==> config.mk <==
export PLATFORM = sky130hd
export DESIGN_NAME = tube_scan_ctrl
export DESIGN_NICKNAME = d
export VERILOG_FILES = /design/src/rtl/tube_scan_ctrl.sv
export SDC_FILE = /design/constraint.sdc
export NUM_CORES = 1
export LEC_CHECK = 0
export CAP_MARGIN = 20
export CORE_UTILIZATION = 50
export CTS_BUF_LIST = sky130_fd_sc_hd__clkbuf_4
export DETAILED_ROUTE_END_ITERATION = 7
export PLACE_DENSITY = 0.79
export RECOVER_POWER = 25
export SLEW_MARGIN = 25
export SYNTH_ARGS = -nofsm -noshare
export SYNTH_HDL_FRONTEND = slang
export SYNTH_SLANG_ARGS = --single-unit
==> constraint.sdc <==
create_clock -name clk -period 2.75 [get_ports clk]
set_input_delay 0.4125 -clock clk [delete_from_list [all_inputs] [get_ports clk]]
set_output_delay 0.4125 -clock clk [all_outputs]
set_load 0.005 [all_outputs]
==> src/rtl/tube_scan_ctrl.sv <==
// Bus-mapped scan controller for the two 4-digit hex tube groups and the sign tube.
// Optional build macro TUBE_ZERO_BLANK_EN blanks leading-zero digits within each group.
module tube_scan_ctrl #(
    parameter int SCAN_DIV = 25000
) (
    input  logic        clk,
    input  logic        reset,
    input  logic        we,
    input  logic [1:0]  addr,
    input  logic [3:0]  byteen,
    input  logic [31:0] wdata,
    output logic [31:0] rdata,
    output logic [7:0]  digital_tube0,
    output logic [3:0]  digital_tube_sel0,
    output logic [7:0]  digital_tube1,
    output logic [3:0]  digital_tube_sel1,
    output logic [7:0]  digital_tube2,
    output logic        digital_tube_sel2
);

    localparam int CW = (SCAN_DIV > 1) ? $clog2(SCAN_DIV) : 1;
    localparam logic [CW-1:0] CNT_MAX = CW'(SCAN_DIV - 1);

    logic [31:0]   data_q, data_d;
    logic [7:0]    dp_q, dp_d;
    logic          en_q, en_d;
    logic          minus_q, minus_d;
    logic [CW-1:0] cnt_q, cnt_d;
    logic [1:0]    pos_q, pos_d;

    logic [7:0] tube0_q, tube0_d;
    logic [3:0] sel0_q, sel0_d;
    logic [7:0] tube1_q, tube1_d;
    logic [3:0] sel1_q, sel1_d;
    logic [7:0] tube2_q, tube2_d;
    logic       sel2_q, sel2_d;

    function automatic logic [6:0] hex7(input logic [3:0] d);
        case (d)
            4'h0: hex7 = 7'h3F;
            4'h1: hex7 = 7'h06;
            4'h2: hex7 = 7'h5B;
            4'h3: hex7 = 7'h4F;
            4'h4: hex7 = 7'h66;
            4'h5: hex7 = 7'h6D;
            4'h6: hex7 = 7'h7D;
            4'h7: hex7 = 7'h07;
            4'h8: hex7 = 7'h7F;
            4'h9: hex7 = 7'h6F;
            4'hA: hex7 = 7'h77;
            4'hB: hex7 = 7'h7C;
            4'hC: hex7 = 7'h39;
            4'hD: hex7 = 7'h5E;
            4'hE: hex7 = 7'h79;
            default: hex7 = 7'h71;
        endcase
    endfunction

`ifdef TUBE_ZERO_BLANK_EN
    // Position p > 0 is a leading zero when nibbles p..3 of the group are all zero.
    function automatic logic lead_zero(input logic [15:0] g, input logic [1:0] p);
        case (p)
            2'd1:    lead_zero = (g[15:4] == 12'h000);
            2'd2:    lead_zero = (g[15:8] == 8'h00);
            2'd3:    lead_zero = (g[15:12] == 4'h0);
            default: lead_zero = 1'b0;
        endcase
    endfunction
`endif

    always_comb begin
        rdata = 32'h0;
        case (addr)
            2'd0:    rdata = data_q;
            2'd1:    rdata = {14'h0, minus_q, en_q, 8'h00, dp_q};
            2'd2:    rdata = {30'h0, pos_q};
            default: rdata = 32'h0;
        endcase
    end

    always_comb begin
        data_d  = data_q;
        dp_d    = dp_q;
        en_d    = en_q;
        minus_d = minus_q;
        if (we && addr == 2'd0) begin
            for (int b = 0; b < 4; b++) begin
                if (byteen[b]) data_d[8*b +: 8] = wdata[8*b +: 8];
            end
        end
        if (we && addr == 2'd1) begin
            if (byteen[0]) dp_d = wdata[7:0];
            if (byteen[2]) begin
                en_d    = wdata[16];
                minus_d = wdata[17];
            end
        end
    end

    // Scan is held at zero while disabled and also at the edge that clears or sets EN,
    // so a re-enable always starts from position 0 with a fresh count.
    always_comb begin
        cnt_d = cnt_q;
        pos_d = pos_q;
        if (!en_q || !en_d) begin
            cnt_d = '0;
            pos_d = 2'd0;
        end else if (cnt_q == CNT_MAX) begin
            cnt_d = '0;
            pos_d = pos_q + 2'd1;
        end else begin
            cnt_d = cnt_q + CW'(1);
        end
    end

    logic [15:0] grp0, grp1;
    logic [3:0]  nib0, nib1;
    logic        dp0, dp1, blank0, blank1;

    always_comb begin
        grp0 = data_q[15:0];
        grp1 = data_q[31:16];
        nib0 = grp0[{pos_q, 2'b00} +: 4];
        nib1 = grp1[{pos_q, 2'b00} +: 4];
        dp0  = dp_q[{1'b0, pos_q}];
        dp1  = dp_q[{1'b1, pos_q}];
`ifdef TUBE_ZERO_BLANK_EN
        blank0 = lead_zero(grp0, pos_q);
        blank1 = lead_zero(grp1, pos_q);
`else
        blank0 = 1'b0;
        blank1 = 1'b0;
`endif
        tube0_d = 8'hFF;
        sel0_d  = 4'b0000;
        tube1_d = 8'hFF;
        sel1_d  = 4'b0000;
        tube2_d = 8'hFF;
        sel2_d  = 1'b0;
        if (en_q) begin
            sel0_d  = 4'b0001 << pos_q;
            sel1_d  = 4'b0001 << pos_q;
            tube0_d = blank0 ? {~dp0, 7'h7F} : ~{dp0, hex7(nib0)};
            tube1_d = blank1 ? {~dp1, 7'h7F} : ~{dp1, hex7(nib1)};
            tube2_d = minus_q ? 8'hBF : 8'hFF;
            sel2_d  = 1'b1;
        end
    end

    always_ff @(posedge clk) begin
        if (reset) begin
            data_q  <= 32'h0;
            dp_q    <= 8'h00;
            en_q    <= 1'b1;
            minus_q <= 1'b0;
            cnt_q   <= '0;
            pos_q   <= 2'd0;
            tube0_q <= 8'hFF;
            sel0_q  <= 4'b0000;
            tube1_q <= 8'hFF;
            sel1_q  <= 4'b0000;
            tube2_q <= 8'hFF;
            sel2_q  <= 1'b0;
        end else begin
            data_q  <= data_d;
            dp_q    <= dp_d;
            en_q    <= en_d;
            minus_q <= minus_d;
            cnt_q   <= cnt_d;
            pos_q   <= pos_d;
            tube0_q <= tube0_d;
            sel0_q  <= sel0_d;
            tube1_q <= tube1_d;
            sel1_q  <= sel1_d;
            tube2_q <= tube2_d;
            sel2_q  <= sel2_d;
        end
    end

    assign digital_tube0     = tube0_q;
    assign digital_tube_sel0 = sel0_q;
    assign digital_tube1     = tube1_q;
    assign digital_tube_sel1 = sel1_q;
    assign digital_tube2     = tube2_q;
    assign digital_tube_sel2 = sel2_q;

endmodule

==> results of run 1 <==
[sequential cells by signal (all words and copies together) (netlist names), 2 cells and up]
register,cells
data_q,32
cnt_q,15
digital_tube0,8
digital_tube1,8
dp_q,8
digital_tube_sel1,4
pos_q,2
[cell type report]
cell class,instances,share of cell area
multi-input cells,323,0.401
clock inverters,6,0.0164
well taps,99,0.0247
inverters,16,0.0120
repair buffers,107,0.208
flip-flops and latches,81,0.323
clock buffers,10,0.0150
[metal layers]
layer	wire, um	track usage	vias to the layer above
met5	0	0	-
met4	121	0.0954	0
met3	693	0.0440	11
met2	4480	0.397	150
met1	4100	0.313	1545
li1	-	-	1683
[cell usage in the layout (no fill, tap or decap), drive strengths merged, types with 2 or more instances in the layout]
master          n
o211ai          2
a21oi          43
inv            16
nor3            7
ha             13
conb            7
o2111ai         2
nand2b          6
dlygate4sd3     2
mux4           10
clkinvlp        2
xor2            4
buf             8
nor2           32
nand4           5
and3            9
nor4            3
and4b           2
clkinv          2
a221o           6
bufinv          2
o22ai           2
mux2i          14
clkdlybuf4s50  96
dfxtp          81
xnor2          10
o21ai          11
nand4b          2
nand2          92
o221ai          2
clkbuf         11
nand3           7
o31a            2
and2           24
[final timing paths]
check | depth (start not counted) | slack (ns) | end
max | 6 | 0.28 | rdata[0]
min | 1 | 0.43 | digital_tube2[6]$_SDFF_PP1_
max reg2reg | 6 | 0.46 | digital_tube1[6]$_SDFF_PP1_
min reg2reg | 1 | 0.43 | digital_tube2[6]$_SDFF_PP1_
[kinds of logic after synthesis]
kind of cell	after synthesis
adder cells (fa/ha/maj)	13
AND/OR/NAND/NOR	193
other	1
flip-flops	81
AO/OA/AOI/OAI	72
buffers and inverters	53
multiplexers	24
XOR/XNOR	14
[stage by stage]
stage / utilization / worst slack [ns] / power [W] / instances / hold slack, ns
4_1_cts: 0.682 / 0.264 / 0.00225 / 642 / 0.431
6_report: 0.681 / 0.278 / 0.00224 / 642 / 0.429
2_1_floorplan: - / 0.745 / 0.00137 / 457 / 0.370
3_3_place_gp: 0.660 / 0.341 / 0.00149 / 626 / 0.400
5_1_grt: 0.681 / 0.155 / 0.00233 / 642 / 0.452
3_5_place_dp: 0.660 / 0.347 / 0.00150 / 626 / 0.402
[worst register-to-register path: cells and delay by family, from the launching register on]
family	cells	cell delay (ns)
AND/OR/NAND/NOR	1	0.11
buffers and inverters	1	0.22
adder cells (fa/ha/maj)	1	0.25
multiplexers	1	0.58
AO/OA/AOI/OAI	2	0.44
flip-flops	1	0.59
[power breakdown]
group | internal (W) | switching, W | leakage, nW
combinational | 0.000134 | 0.000108 | 1.07
sequential | 0.00121 | 0.0000191 | 0.660
clock | 0.000373 | 0.000394 | 0.0777
total | 0.00172 | 0.000521 | 1.81
==> results.ini, run 1 <==
[outcome]
outcome=finished, final reports clean

[timing]
finalSetupViolations=0
rsz0062_at_grt=false
finalCritPeriodShare=0.899
max-slew-margin-rel=0.572
finalHoldViolCount=0
fin_worst_skew_ns=0.0155
tns_ns=0
min_period_ns=2.47
worstMarginPinSlew_ns=0.640
slew_violations=0
max_freq_mhz=404

[clock_network]
postCtsHoldBufs=0
cts_root_buf=clkbuf_4
postCtsResizedCells=0
post_cts_buffers=0
insertion_delay_ns=0.41
cts_buffer_depth=2
clk_pin_slew_ns=0.12
cts_max_level=3
cts_buffers=9
clock_sinks=81
cts_tree=yes

[setup_path]
worst-path-buf-inv=3
end_kind=primary output
critPathMaxStageDelay_ns=0.56
cp.arrival_ns=2.06
slowest_stage=dlygate4sd3_1
rr_startpoint=pos_q[0]$_SDFFE_PP0N_
worstSetupStartpoint=addr[0]
crit_fanout=14
cp_top_family=buffers and inverters
critPathKind=input port to primary output
required_ns=2.34
worst_setup_path_start_kind=input port
path_cells=dlygate4sd3_1 > buf_4 > nor2b_1 > nand2_1 > o21ai_1 > clkdlybuf4s50_1

[die]
die_area_um2=8120
die_h_um=90.1
start_util=0.527
ios=106
die_x_um=90.1
std_cell_rows=31
coreArea_um2=7370

[drt]
totalWireLength_um=9400
vias=3389
drc=0
ant_nets=0
viasPerCell=5.28
drt-pass1-iter-count=6
first_iter_violations=215
wl_per_cell_um=14.6

[placed_design]
placed_area_um2=4870
gp_congestion=0.874
hpwl_um=6880
port_buffers=98

[finish]
multi_input_area_um2=2010
area_growth_pct=29.3
fill_cells=595
antennaDiodeCount=0
drive_gt1_frac=0.0663
register_area_um2=1620
design_area_um2=5020
fin_nets=592

[power_and_ir_drop]
p_leak_nw=1.81
irDropWorstVdd_mv=0.256
p_per_area_nw_per_um2=446

[worst_hold_path]
holdCritStartpoint=minus_q$_SDFFE_PP0P_
hp-class=register to register

[global_route]
overflow=0
antenna_found_initial=0
grt_max_degree=43
grt_pass1_wl_um=15800
track_usage=0.241
grt_pass1_vias=3324

[synthesis]
synthMuxAreaShare=0.0941
synth_top_family_by_area=simple AND/OR/NAND/NOR gates
synth-seq-area-share=0.418
synthArstFlopShare=0
synthSimpleGateAreaFrac=0.234
synth_top_cell_by_area=dfxtp_1
synth_edf_count=0
synth_fa_ha_area_frac=0.0419
synth-xor-area-share=0.0316
syn_inst=451
netlist_top_cells_area=dfxtp_1 (42%), nand2_1 (8.8%), mux4_2 (5.8%)
yosys_register_bits=81
ys_warn_count=0
synth_most_common_cell=nand2_1
synthFlopType=dfxtp_1
synth_compound_area_frac=0.111
syn_avg_cell_area_um2=8.61
ys_types=43
synth_common_cells=nand2_1 (91), dfxtp_1 (81), a21oi_1 (43)
syn_area_um2=3880
synth_top_area_share=0.418

[run]
drv_cap=0

No activity file was read; power rests on OpenSTA's default activity.
==> run 2: changes to the inputs <==
SLEW_MARGIN = default   (was 25)
==> results of run 2 <==
Final layout, timing and power as in run 1 (identical DEF).
